**config.mk**
```make
export PLATFORM = sky130hd
export DESIGN_NAME = fetch_unit_flat
export DESIGN_NICKNAME = d
export VERILOG_FILES = /design/src/rtl/fetch_unit_if.sv /design/src/rtl/fetch_unit.sv /design/src/flat_wrapper.sv
export SDC_FILE = /design/constraint.sdc
export NUM_CORES = 1
export LEC_CHECK = 0
export CAP_MARGIN = 20
export CORE_ASPECT_RATIO = 1.4
export CORE_UTILIZATION = 45
export DETAILED_ROUTE_END_ITERATION = 6
export PLACE_DENSITY = 0.89
export SLEW_MARGIN = 20
export SYNTH_ARGS = -nofsm -noshare
export SYNTH_HDL_FRONTEND = slang
export SYNTH_SLANG_ARGS = --single-unit
```
**constraint.sdc**
```tcl
create_clock -name clk -period 7.76 [get_ports clk]
set_input_delay 1.552 -clock clk [delete_from_list [all_inputs] [get_ports clk]]
set_output_delay 1.552 -clock clk [all_outputs]
set_load 0.005 [all_outputs]
```
**src/rtl/fetch_unit_if.sv**
```systemverilog
// Instruction-memory read port shared by the fetch unit and its memory.
// The fetch unit raises imem_req with imem_addr and holds both until the
// memory answers with a one-cycle imem_ack carrying imem_rdata.
interface fetch_unit_if;
  logic        imem_req;
  logic [31:0] imem_addr;
  logic        imem_ack;
  logic [31:0] imem_rdata;

  // Fetch-unit side: issues requests, receives data.
  modport master (
    output imem_req,
    output imem_addr,
    input  imem_ack,
    input  imem_rdata
  );

  // Memory side: receives requests, returns data.
  modport slave (
    input  imem_req,
    input  imem_addr,
    output imem_ack,
    output imem_rdata
  );
endinterface

```
**src/rtl/fetch_unit.sv**
```systemverilog
// Single-issue instruction fetch unit.
// Fetches one word at pc, holds it in the instruction register until the
// consumer advances, then steps pc sequentially or to a taken-branch target.
// A misaligned branch target parks the unit in TRAP until reset.
module fetch_unit #(
  parameter logic [31:0] RESET_PC = 32'h0000_0000,
  parameter int unsigned PC_STEP  = 4
) (
  input  logic         clk,
  input  logic         rst,
  fetch_unit_if.master imem,
  output logic [31:0]  instr_out,
  output logic [10:0]  ctrl_field,
  output logic [31:0]  pc_out,
  output logic         instr_valid,
  input  logic         advance,
  input  logic         branch_taken,
  input  logic [31:0]  branch_offset,
  output logic         misaligned,
  output logic [15:0]  retired
);

  typedef enum logic [1:0] {
    FETCH = 2'b00,
    VALID = 2'b01,
    TRAP  = 2'b10
  } state_t;

  // Reset value of the instruction register: addi x0, x0, 0.
  localparam logic [31:0] IR_NOP = 32'h0000_0013;

  state_t      state_q;
  logic [31:0] pc_q;
  logic [31:0] ir_q;
  logic        misaligned_q;
  logic [15:0] retired_q;
  logic        imem_req_q;
  logic        instr_valid_q;

  logic [31:0] seq_pc;
  logic [31:0] branch_target;

  // Candidate next-pc values; plain 32-bit adds wrap naturally.
  assign seq_pc        = pc_q + 32'(PC_STEP);
  assign branch_target = pc_q + branch_offset;

  // Control FSM with registered handshake outputs: each state only looks at
  // the input that belongs to it, so a stray ack or early advance is inert.
  // NOTE: sequential state uses non-blocking assignments so every register
  // samples pre-edge values regardless of statement order.
  always_ff @(posedge clk or posedge rst) begin
    if (rst) begin
      state_q       <= FETCH;
      pc_q          <= RESET_PC;
      ir_q          <= IR_NOP;
      misaligned_q  <= 1'b0;
      retired_q     <= 16'h0000;
      imem_req_q    <= 1'b1;
      instr_valid_q <= 1'b0;
    end else begin
      unique case (state_q)
        FETCH: begin
          if (imem.imem_ack) begin
            ir_q          <= imem.imem_rdata;
            state_q       <= VALID;
            imem_req_q    <= 1'b0;
            instr_valid_q <= 1'b1;
          end
        end
        VALID: begin
          if (advance) begin
            retired_q     <= retired_q + 16'h0001;
            instr_valid_q <= 1'b0;
            if (!branch_taken) begin
              pc_q       <= seq_pc;
              state_q    <= FETCH;
              imem_req_q <= 1'b1;
            end else if (branch_target[1:0] == 2'b00) begin
              pc_q       <= branch_target;
              state_q    <= FETCH;
              imem_req_q <= 1'b1;
            end else begin
              misaligned_q <= 1'b1;
              state_q      <= TRAP;
              imem_req_q   <= 1'b0;
            end
          end
        end
        TRAP: begin
          state_q <= TRAP;
        end
        default: begin
          state_q       <= TRAP;
          imem_req_q    <= 1'b0;
          instr_valid_q <= 1'b0;
        end
      endcase
    end
  end

  assign imem.imem_req  = imem_req_q;
  assign imem.imem_addr = pc_q;
  assign instr_out      = ir_q;
  assign pc_out         = pc_q;
  assign instr_valid    = instr_valid_q;
  assign misaligned     = misaligned_q;
  assign retired        = retired_q;

  // Decoder-facing slice of the IR: sign bit, funct3 and opcode.
  assign ctrl_field = {ir_q[31], ir_q[14:12], ir_q[6:0]};

endmodule

```
**src/flat_wrapper.sv**
```systemverilog
// flat-port wrapper written by rule: the top's interface ports become plain ports
module fetch_unit_flat 
#(
  parameter logic [31:0] RESET_PC = 32'h0000_0000,
  parameter int unsigned PC_STEP  = 4
)
  (clk, rst, instr_out, ctrl_field, pc_out, instr_valid, advance, branch_taken, branch_offset, misaligned, retired, imem_imem_req, imem_imem_addr, imem_imem_ack, imem_imem_rdata);
  fetch_unit_if imem_i ();
  input  logic clk;
  input  logic rst;
  output logic [31:0] instr_out;
  output logic [10:0] ctrl_field;
  output logic [31:0] pc_out;
  output logic instr_valid;
  input  logic advance;
  input  logic branch_taken;
  input  logic [31:0] branch_offset;
  output logic misaligned;
  output logic [15:0] retired;
  output wire logic [$bits(imem_i.imem_req)-1:0] imem_imem_req;
  output wire logic [$bits(imem_i.imem_addr)-1:0] imem_imem_addr;
  input wire logic [$bits(imem_i.imem_ack)-1:0] imem_imem_ack;
  input wire logic [$bits(imem_i.imem_rdata)-1:0] imem_imem_rdata;
  assign imem_imem_req = imem_i.imem_req;
  assign imem_imem_addr = imem_i.imem_addr;
  assign imem_i.imem_ack = imem_imem_ack;
  assign imem_i.imem_rdata = imem_imem_rdata;
  fetch_unit #(.RESET_PC(RESET_PC), .PC_STEP(PC_STEP)) u_core (.clk(clk), .rst(rst), .imem(imem_i), .instr_out(instr_out), .ctrl_field(ctrl_field), .pc_out(pc_out), .instr_valid(instr_valid), .advance(advance), .branch_taken(branch_taken), .branch_offset(branch_offset), .misaligned(misaligned), .retired(retired));
endmodule
```
[Word-level counts from Yosys, hierarchy flattened]
Index checks and enable logic that the tools add are counted.
Storage, ports and cells
  flip-flop bits (word level): 85
  latch bits: 0
  memory bits (writable): 0
  memory bits (read-only): 0
  input port bits: 69
  output and inout bits: 126
  logic and storage cells: 40
  memories: 0
Cells by class
  add/sub/neg operators: 3
  $mul: 0
  div/mod/pow operators: 0
  $lt $le $gt $ge: 0
  eq/ne operators: 5
  shift operators: 0
  mux-type cells: 15
  bitwise gates (word level): 2
  reduce and logical (&&, ||, !) cells: 8
Operator list (number)
  $mux W32: 2
  $add A32 B3 Y32 const B: 1
  $add A32 B32 Y32: 1
  $add A16 B1 Y16 const B: 1
  $mux W2: 4
  $mux W1: 6
  $pmux W1 S3: 2
  $reduce_and A2 Y1: 3
  $reduce_and A3 Y1: 2
  $logic_not A2 Y1: 2
  $ne A2 B2 Y1 const B: 2
  $pmux W2 S2: 1
  $reduce_and A4 Y1: 1
  $eq A2 B1 Y1 const B: 1
  $eq A2 B2 Y1 const B: 1
  $ne A2 B1 Y1 const B: 1
  $not A1 Y1: 2

[Depth between registers and ports, before layout]
  depth in word-level cells: 6
  gate-level depth with buffers: 11
  mapped depth without buffers: 11

[Worst setup path before layout]
No wires, ideal clock.
  path kind: input port to flip-flop
  start: input port branch_offset[0]
  end: register u_core.pc_q[26], in the netlist u_core.imem.imem_addr[26]
  setup time: 0.124 ns
  data arrival time: 3.626 ns
  required time: 7.636 ns
  slack: 4.011 ns
  stages on the path: 11
  buffers on the path: 0
  cell sequence: ha_1 -> inv_1 -> fa_1 -> inv_1 -> o21ai_0 -> nand2_4 -> nor2_1 -> nand4_1 -> a22oi_2 -> o21ai_1 -> a211o_1
Between the ends
  cells in the longest elaborated chain, start to end: 4
  elaborated cells on any way between the ends: 6
  classes of those cells: add/sub (1); eq/ne (1); mux (2); reduce/logical (2)
Ends and longest elaborated chain
  from (decl): RTL line flat_wrapper.sv:17  | input logic [31:0] branch_offset;
  $add A32 B32 Y32 (*): RTL line fetch_unit.sv:45  | assign branch_target = pc_q + branch_offset;
  $logic_not A2 Y1: RTL line fetch_unit.sv:78  | end else if (branch_target[1:0] == 2'b00) begin
  $ne A2 B1 Y1 (no source line)
  $reduce_and A3 Y1 (no source line)
  to (signal assigned): RTL line fetch_unit.sv:75  | pc_q <= seq_pc;
  to (signal assigned): RTL line fetch_unit.sv:79  | pc_q <= branch_target;
  to (decl): RTL line fetch_unit.sv:33  | logic [31:0] pc_q;
Every way passes the cells marked *; elsewhere a longest branch is shown, timed or not. The select of a mux whose other input is x is not followed.
A chain may end at the register's enable or synchronous reset.

[Worst setup path after layout]
  start: input port branch_offset[0]
  end: register u_core.pc_q[28], in the netlist u_core.imem.imem_addr[28]
Same word-level chain as after synthesis.

==> results.sh <==
export IMPL_die_h_um=140
export IMPL_stdcell_count=1014
export IMPL_hold_viol_final=0
export IMPL_ys_top_cells_by_count="dfrtp_1 (81), nand2_1 (59), a21oi_1 (54)"
export IMPL_viasPerCell=5.70
export IMPL_period_needed_ns=4.57
export IMPL_yosys_area_top_type="dfrtp_1"
export IMPL_hpwl_um=13200
export IMPL_switchingPower_w=0.000954
export IMPL_place_inst=998
export IMPL_max_cap_violations=0
export IMPL_die_w_um=101
export IMPL_tightest_slew_ns=1.01
export IMPL_synth_nets=790
export IMPL_port_buffers=194
export IMPL_gp_congestion=0.871
export IMPL_die_area_um2=14100
export IMPL_fmax_mhz=219
export IMPL_clockPowerShare=0.177
export IMPL_power_leakage_nw=3.41
export IMPL_postCtsResizedCells=0
export IMPL_drt_iter0_markers=506
export IMPL_power_density_nw_per_um2=317
export IMPL_cts_max_path_buffers=2
export IMPL_grt_antenna_before_repair=0
export IMPL_critPathCaptureType="register"
export IMPL_seq_power_share=0.308
export IMPL_yosys_warnings=0
export IMPL_route_vias_total=5783
export IMPL_combPwrFrac=0.515
export IMPL_drive_gt1_frac=0.0998
export IMPL_hold_depth=1
export IMPL_yosysUniqueCellTypes=71
export IMPL_worstSetupPathType="primary input to register"
export IMPL_drc=0
export IMPL_cts_sinks=85
export IMPL_p_int_w=0.00166
export IMPL_grt_pass1_vias=5590
export IMPL_rsz0062_at_grt="no"
export IMPL_synth_edf_count=0
export IMPL_finalClockSkew_ns=0.00504
export IMPL_dr_pass1_iters=5
export IMPL_coreArea_um2=13400
export IMPL_post_cts_buffers=0
export IMPL_setup_tns_ns=0
export IMPL_worst_hold_slack_ns=0.474
export IMPL_cts_tree="done"
export IMPL_peakVddDrop_uv=150
export IMPL_synthCells=687
export IMPL_path_clk_slew_ns=0.06
export IMPL_root_buffer="clkbuf_16"
export IMPL_cts_max_level=3
export IMPL_area_delta_synth_final_pct=33.9
export IMPL_grt_pass1_wl_um=27400
export IMPL_diodes=0
export IMPL_ioPinCount=195
export IMPL_period_share=0.589
export IMPL_wl_per_cell_um=17.1
export IMPL_clock_latency_ns=0.34
export IMPL_yosysSeqAreaShare=0.347
export IMPL_critical_path_arrival_ns=4.82
export IMPL_overflow=0
export IMPL_worst_slack_ns=3.19
export IMPL_relSlewSlack=0.326
export IMPL_place_ws_ns=2.89
export IMPL_critPathMaxFanout=27
export IMPL_row_count=50
export IMPL_r2r_cells=10
export IMPL_setup_viol=0
export IMPL_nets=930
export IMPL_hold_path_class="register to register"
export IMPL_grt_max_degree=86
export IMPL_syn_area_um2=6150
export IMPL_synth_async_reset_ratio=1.00
export IMPL_n_fill_cell=1149
export IMPL_numCtsBuffers=9
export IMPL_outcome="finished clean"
export IMPL_start_util=0.460
export IMPL_cp_start_kind="primary input"
export IMPL_crit_required_ns=8.02
export IMPL_final_area_um2=8240
export IMPL_drtAntennaViolNets=0
export IMPL_synth_most_common_cell="dfrtp_1"
export IMPL_grt_usage=0.243
export IMPL_swShare=0.365
export IMPL_wirelength_um=17300
export IMPL_yosysTopAreaCellShare=0.329
export IMPL_cts_hold_buf=0
export IMPL_synthFlopType="dfrtp_1"
export IMPL_placed_area_um2=7910
export IMPL_synth_seq_cells=85
export IMPL_synth_top_cells_by_area="dfrtp_1 (33%), ha_1 (6.7%), mux2_2 (6.0%)"
export IMPL_syn_area_per_cell_um2=8.96
export IMPL_report_final_slew_viol_count=0
==> critical path: stages <==
cell             delay (ns)
clkdlybuf4s50_1        0.48
ha_1                   0.20
inv_1                  0.07
fa_1                   0.50
inv_1                  0.05
o21ai_0                0.35
nand2_4                0.26
nor2_2                 0.83
nand2_1                0.10
or3_1                  0.33
o211ai_1               0.09
==> cells in the final DEF (no fill, tap or decap), drive strengths merged, types with 9 or more instances in the layout <==
cell type	count
o211ai	12
xnor2	26
nand4	16
nor2	53
nor3	14
and3	12
nand3	22
o21ai	52
xor2	11
dfrtp	81
clkdlybuf4s50	194
a21oi	56
mux2	34
and2	9
ha	33
a31oi	10
inv	20
nand2	61
a21o	15
clkbuf	10
==> registers in the layout, indices dropped and copies added, names as in the netlist <==
name                   flops
u_core.imem.imem_addr     32
u_core.imem.imem_req       1
u_core.instr_out          32
u_core.instr_valid         1
u_core.misaligned          1
u_core.retired            16
u_core.state_q             2
==> layer usage <==
layer	vias to the layer above	GRT usage	wire, um
li1	2732	-	-
met1	2730	0.274	6450
met2	283	0.446	9130
met3	38	0.0344	1240
met4	0	0.112	495
met5	-	0	0
==> worst paths after layout <==
| check | startpoint | end | slack, ns |
|---|---|---|---|
| setup / recovery | branch_offset[0] | u_core.imem.imem_addr[28] | 3.19 |
| hold / removal | u_core.retired[15] | u_core.retired[15] | 0.47 |
| setup reg to reg | u_core.imem.imem_addr[0] | u_core.imem.imem_addr[28] | 4.41 |
| hold reg to reg | u_core.retired[15] | u_core.retired[15] | 0.47 |
| max in group asynchronous | rst | u_core.instr_out[16] | 5.44 |
| min in group asynchronous | rst | u_core.instr_out[3] | 1.82 |
==> metrics by stage <==
stage / utilization / power, W
finish: 0.616 / 0.00261
detailed placement: 0.591 / 0.00214
global route: 0.616 / 0.00278
global placement: 0.591 / 0.00210
CTS: 0.615 / 0.00262
floorplan: - / 0.00155
==> area by class of cell <==
class                      count  area (um^2)  share of cell area
multi-input combinational    512         3500               0.425
sequential                    85         2130               0.259
timing repair buffer         198         1980               0.240
clock buffer                  10          239              0.0290
tap                          182          228              0.0276
clock inverter                 6         86.3              0.0105
inverter                      21         80.1             0.00972
==> power groups by stage <==
stage	Sequential, W	Combinational [W]	Clock, W
6_report	0.000805	0.00135	0.000463
5_1_grt	0.000828	0.00146	0.000488
4_1_cts	0.000804	0.00134	0.000468
3_5_place_dp	0.000809	0.00134	0
3_3_place_gp	0.000795	0.00131	0
2_1_floorplan	0.000763	0.000784	0
==> kinds of logic (layout without fill, tap and decap cells) <==
logic type / Yosys count / in the layout / share of synthesized area
AOI/OAI and AO/OA: 199 / 199 / 0.206
xor gates and xnor gates: 37 / 37 / 0.0527
adders and majority gates: 34 / 34 / 0.0704
buffers and inverters: 90 / 235 / 0.0862
DFF: 85 / 85 / 0.347
muxes: 41 / 41 / 0.0742
and+or+nand+nor: 201 / 201 / 0.164
Note: power is estimated with default switching activity, not from simulation.
